==> src/rtl/alu32.sv <==
// alu32: registered 32-bit ALU (AND, OR, ADD, SUB, signed SLT) with overflow/carry/zero flags.
module alu32 #(
    parameter int DATA_WIDTH = 32
) (
    input  logic                  clk,
    input  logic                  rst,
    input  logic [DATA_WIDTH-1:0] A,
    input  logic [DATA_WIDTH-1:0] B,
    input  logic [2:0]            ALUop,
    output logic [DATA_WIDTH-1:0] Result,
    output logic                  Overflow,
    output logic                  CarryOut,
    output logic                  Zero
);
    localparam int M = DATA_WIDTH - 1;
    logic              sub, ovf, lt, arith, ovf_d, cout_d;
    logic              ovf_q, cout_q, zero_q;
    logic [M:0]        b_eff, sum, result_d, result_q;
    logic [DATA_WIDTH:0] sum_full;
    // One adder for ADD/SUB/SLT: ALUop[2] inverts B and supplies the carry-in.
    always_comb begin
        sub      = ALUop[2];
        b_eff    = sub ? ~B : B;
        sum_full = {1'b0, A} + {1'b0, b_eff} + {{DATA_WIDTH{1'b0}}, sub};
        sum      = sum_full[M:0];
        ovf      = (A[M] == b_eff[M]) && (sum[M] != A[M]);
        lt       = sum[M] ^ ovf;
        arith    = (ALUop == 3'b010) || (ALUop == 3'b110);
        result_d = ALUop == 3'b000 ? A & B :
                   ALUop == 3'b001 ? A | B :
                   arith           ? sum :
                   ALUop == 3'b111 ? {{M{1'b0}}, lt} : '0;
        ovf_d    = arith && ovf;
        cout_d   = ALUop == 3'b010 ? sum_full[DATA_WIDTH] :
                   ALUop == 3'b110 ? ~sum_full[DATA_WIDTH] : 1'b0;
    end
    always_ff @(posedge clk) begin
        if (rst) begin
            result_q <= '0;
            ovf_q    <= 1'b0;
            cout_q   <= 1'b0;
            zero_q   <= 1'b1;
        end else begin
            result_q <= result_d;
            ovf_q    <= ovf_d;
            cout_q   <= cout_d;
            zero_q   <= ~|result_d;
        end
    end
    assign Result   = result_q;
    assign Overflow = ovf_q;
    assign CarryOut = cout_q;
    assign Zero     = zero_q;
endmodule

==> config.mk <==
export PLATFORM = sky130hd
export DESIGN_NAME = alu32
export DESIGN_NICKNAME = d
export VERILOG_FILES = /design/src/rtl/alu32.sv
export SDC_FILE = /design/constraint.sdc
export NUM_CORES = 1
export LEC_CHECK = 0
export CAP_MARGIN = 20
export CORE_MARGIN = 10
export CORE_UTILIZATION = 45
export CTS_CLUSTER_SIZE = 40
export DETAILED_ROUTE_END_ITERATION = 12
export PLACE_DENSITY_LB_ADDON = 0.08
export SLEW_MARGIN = 5
export SYNTH_ARGS = -nofsm -noshare
export SYNTH_HDL_FRONTEND = slang
export SYNTH_SLANG_ARGS = --single-unit
==> constraint.sdc <==
create_clock -name clk -period 3.94 [get_ports clk]
set_input_delay 0.788 -clock clk [delete_from_list [all_inputs] [get_ports clk]]
set_output_delay 0.788 -clock clk [all_outputs]
set_load 0.01 [all_outputs]
# [Word level (Yosys, flattened, before mapping)]
# Index checks and enable logic that the tools add are counted.
# W data, S select, Z words.
[totals] in_bits=69 register_bits=35 wordCells=30 output_inout_bits=35
[op_classes] bitwise=5 reduce_logical=6 eq_ne=6 muxes=7 add_sub_neg=2
[ops] operator="$mux W32" count=4
[ops] operator="$add A32 B32 Y33" count=1
[ops] operator="$add A33 B1 Y33" count=1
[ops] operator="$and A32 B32 Y32" count=1
[ops] operator="$not A32 Y32" count=1
[ops] operator="$or A32 B32 Y32" count=1
[ops] operator="$reduce_or A32 Y1" count=1
[ops] operator="$eq A3 B3 Y1 const B" count=2
[ops] operator="$eq A3 B1 Y1 const B" count=1
[ops] operator="$eq A3 B2 Y1 const B" count=1
[ops] operator="$logic_not A3 Y1" count=1
[ops] operator="$mux W1" count=3
[ops] operator="$logic_and A1 B1 Y1" count=2
[ops] operator="$eq A1 B1 Y1" count=1
[ops] operator="$logic_not A1 Y1" count=1
[ops] operator="$logic_or A1 B1 Y1" count=1
[ops] operator="$ne A1 B1 Y1" count=1
[ops] operator="$not A1 Y1" count=1
[ops] operator="$xor A1 B1 Y1" count=1

# [Depth between registers and ports, before layout]
[depth] ltp_word=13 mapped_depth=15 depth_no_buf=13

# [Least setup slack after synthesis]
# Ideal clock, no wire load.
[synth_path] kind="input to register" start="in ALUop[2]" end="reg zero_q, in the netlist Zero" path_buffers=3 t_arrival_ns=3.913 slack_ns=-0.033 setup_ns=0.060 required_ns=3.880 cell_stages=15 cell_sequence="clkbuf_1 buf_1 xor2_1 ha_1 clkbuf_1 nand4_1 nor4_1 o221ai_2 o211a_1 nor2_1 a21oi_2 xnor2_1 a22o_1 nor4_1 a41o_1"
[synth_between] elab_chain_cells=12 word_cells_on_any_way=19 cone_classes="add/sub (2); eq/ne (6); mux (5); bitwise (1); reduce/logical (5)"
[synth_rtl] element="start: declaration" line="9" rtl="input logic [2:0] ALUop,"
[synth_rtl] element="$mux W32" line="23" rtl="b_eff = sub ? ~B : B;"
[synth_rtl] element="$add A32 B32 Y33" line="24" rtl="sum_full = {1'b0, A} + {1'b0, b_eff} + {{DATA_WIDTH{1'b0}}, sub};"
[synth_rtl] element="$add A33 B1 Y33" line="24"
[synth_rtl] element="$ne A1 B1 Y1" line="26" rtl="ovf = (A[M] == b_eff[M]) && (sum[M] != A[M]);"
[synth_rtl] element="$logic_and A1 B1 Y1" line="26"
[synth_rtl] element="$xor A1 B1 Y1" line="27" rtl="lt = sum[M] ^ ovf;"
[synth_rtl] element="$mux W1" line="32" rtl="ALUop == 3'b111 ? {{M{1'b0}}, lt} : '0;"
[synth_rtl] element="$mux W32" line="31" rtl="arith ? sum :"
[synth_rtl] element="$mux W32" line="30" rtl="ALUop == 3'b001 ? A | B :"
[synth_rtl] element="$mux W32 (*)" line="29" rtl="result_d = ALUop == 3'b000 ? A & B :"
[synth_rtl] element="$reduce_or A32 Y1 (*)" line="47" rtl="zero_q <= ~|result_d;"
[synth_rtl] element="$logic_not A1 Y1 (*)" line="47"
[synth_rtl] element="end signal: assignment" line="47"
[synth_rtl] element="end: declaration" line="17" rtl="logic ovf_q, cout_q, zero_q;"
# Mark *: on every way between the ends. The rest lies on a longest branch, timed or not.
# A chain may end at the register's enable or synchronous reset.

# [Final worst setup path]
[layout_path] start="in B[2]" end="reg zero_q, in the netlist Zero"
[layout_between] elab_chain_cells=13 word_cells_on_any_way=15 cone_classes="add/sub (2); eq/ne (1); mux (5); bitwise (4); reduce/logical (3)"
[layout_rtl] element="start: declaration" line="8" rtl="input logic [DATA_WIDTH-1:0] B,"
[layout_rtl] element="$not A32 Y32" line="23"
[layout_rtl] element="$mux W32" line="23"
[layout_rtl] element="$add A32 B32 Y33" line="24"
[layout_rtl] element="$add A33 B1 Y33" line="24"
[layout_rtl] element="$ne A1 B1 Y1" line="26"
[layout_rtl] element="$logic_and A1 B1 Y1" line="26"
[layout_rtl] element="$xor A1 B1 Y1" line="27"
[layout_rtl] element="$mux W1" line="32"
[layout_rtl] element="$mux W32" line="31"
[layout_rtl] element="$mux W32" line="30"
[layout_rtl] element="$mux W32 (*)" line="29"
[layout_rtl] element="$reduce_or A32 Y1 (*)" line="47"
[layout_rtl] element="$logic_not A1 Y1 (*)" line="47"
# Marks and branches as above.

==> impl_metrics.json <==
{
  "status": "complete, no violations",
  "synth_compound_area_share_pct": 26.66,
  "power_w": 0.001720,
  "setup_viol_count_final": 0,
  "nets": 755,
  "netlist_area_um2": 3839,
  "fmax_ghz": 0.2642,
  "diodes": 0,
  "synth_top_family_by_area": "compound AO/OA/AOI/OAI gates",
  "yosys.area_share.xor_xnor_pct": 13.43,
  "critPathKind": "input port to flip-flop",
  "die_y_um": 112.4,
  "nFillCells": 752,
  "synth-simple-area-share_pct": 19.23,
  "path_clk_slew_ps": 70,
  "core_region_area_um2": 8258,
  "root_buffer": "clkbuf_8",
  "gp_congestion": 0.9378,
  "grt_pass1_wl_um": 21270,
  "power_density_nw_per_um2": 303.5,
  "crit_path_max_fanout": 5,
  "syn_nets": 595,
  "grt_overflow": 0,
  "drc": 0,
  "max_cap_violations": 0,
  "worst_hold_slack_ps": 1036,
  "stdcell_count": 759,
  "syn2layout_area_growth_pct": 47.65,
  "synthTopCellsByArea": "dfxtp_1, ha_1, xor2_1",
  "yosysWarnings": 0,
  "synthDistinctLibCells": 68,
  "layout.area.seq_um2": 700.7,
  "synth_seq_cells": 35,
  "htreeDepth": 2,
  "final_antenna_net_count": 0,
  "grt_pass1_vias": 4182,
  "avgViaCountPerCell": 5.697,
  "clkSinkCount": 35,
  "yosysTopAreaCell": "dfxtp_1",
  "synth-async-reset-ratio_pct": 0,
  "synthFlopType": "dfxtp_1",
  "worst_slew_pin_slew_ps": 652.2,
  "numCtsBuffers": 5,
  "fp.dieW_um": 112.4,
  "ios": 104,
  "post-route-min-period_ps": 3785,
  "seq_area_frac_synth_pct": 18.25,
  "end_kind": "flip-flop",
  "final_common_cell": "clkdlybuf4s50_1",
  "synth_edf_count": 0,
  "ctsLongestPathBuffers": 2,
  "grt_util_all_layers_pct": 20.05,
  "maxSlewViolCount": 0,
  "worstPathArrival_ps": 4020,
  "wirelength_um": 13510,
  "final_cell_mix": "clkdlybuf4s50_1, buf_4, nor2_1",
  "tritoncts": "yes",
  "syn_avg_cell_area_um2": 7.786,
  "grt_max_degree": 36,
  "multi_input_area_um2": 3082,
  "worstSetupStartpointType": "input port",
  "post-route-period-util_pct": 96.07,
  "antenna_found_initial": 0,
  "required_ps": 4180,
  "hold_path_class": "input port to flip-flop",
  "start_util_pct": 46.48,
  "dieArea_um2": 12620,
  "finalInstanceArea_um2": 5668,
  "hold_viol": 0,
  "final_layout_size_suffix_gt1_share_pct": 17.89,
  "place_hpwl_um": 11330,
  "leakagePower_nw": 2.312,
  "grt_setup_unrepaired": "false",
  "drt-initial-drc-count": 233,
  "synthAdderAreaFrac_pct": 18.51,
  "relSlewSlack_pct": 56.38,
  "synth_mux_area_share_pct": 0.6193,
  "placed_area_um2": 5463,
  "utilization_pct": 68.64,
  "portBuffers": 103,
  "dp_cells": 749,
  "synth_top_area_share_pct": 18.25,
  "rows": 33,
  "vias": 4324,
  "vdd_drop_max_mv": 0.1393,
  "postSynthCellCount": 493,
  "first_pass_iters": 5,
  "wire_per_inst_um": 17.80
}
[synthesized netlist by cell type, types with 8 or more instances]
library cell,instances
clkbuf_1,15
xor2_1,41
nand3_1,9
buf_1,8
maj3_1,29
nand2_1,41
a21oi_1,44
dfxtp_1,35
ha_1,32
nand2b_1,9
o21ai_0,21
xnor2_1,16
nor2_1,54
a22oi_1,12
[layer usage]
metal	up-vias	part of all wire, %	track usage [%]
met2	172	46	33.29
met5	-	0	0
met3	15	7.1	3.088
met4	0	1.3	4.738
met1	2003	46	26.51
li1	2134	-	-
[cells by family (layout without fill, tap and decap cells)]
logic type / after synthesis / count (layout)
AND/OR/NAND/NOR: 157 / 157
AO/OA/AOI/OAI: 147 / 147
adder cells (fa/ha/maj): 62 / 62
XOR/XNOR: 58 / 58
flip-flops: 35 / 35
buffers and inverters: 32 / 193
multiplexers: 2 / 2
[power by group]
part | internal [W] | switching (W)
Sequential | 0.000382 | 0.00000689
Clock | 0.000188 | 0.000126
Combinational | 0.000504 | 0.000512
[final timing paths]
check,startpoint,end,cells past startpoint
worst max-delay path,B[2],Zero$_SDFF_PP1_,15
worst min-delay path,B[1],Result[1]$_SDFF_PP0_,4
[worst max-delay path: stages]
cell and delay [ps]:
clkdlybuf4s50_1 450, xor2_1 170, ha_1 430, nand4_1 190, o221ai_2 300, o22ai_2 140
buf_4 160, xnor2_1 110, a22oi_1 180, buf_4 170, nand2_1 70, nor3_2 220
nand4_1 170, nor4_2 270, a41o_1 200
[through the flow]
step / worst slack (ps) / TNS, ps
after CTS: 50.89 / 0
after global placement: -166.4 / -286.2
after floorplan: 1.703 / 0
final: 154.7 / 0
after global routing: 15.42 / 0
after detailed placement: -208.7 / -454.8
[registers in the layout, summed over array words and instances, names as in the netlist]
signal	flops
CarryOut	1
Overflow	1
Result	32
Zero	1
[area by class of cell]
type,count,area share (%)
repair buffers,179,28.57
flip-flops and latches,35,12.36
multi-input cells,426,54.37
clock inverters,3,0.7726
inverters,6,0.3974
clock buffers,5,1.214
well taps,105,2.318
[repair_timing]
| action | in CTS | in global routing |
|---|---|---|
| hold buffers | 0 | 0 |
| setup endpoints to repair | 0 | 2 |
| resized for setup | 0 | 15 |
| buffers inserted | 0 | 1 |
(Power assumes the default switching activity.)
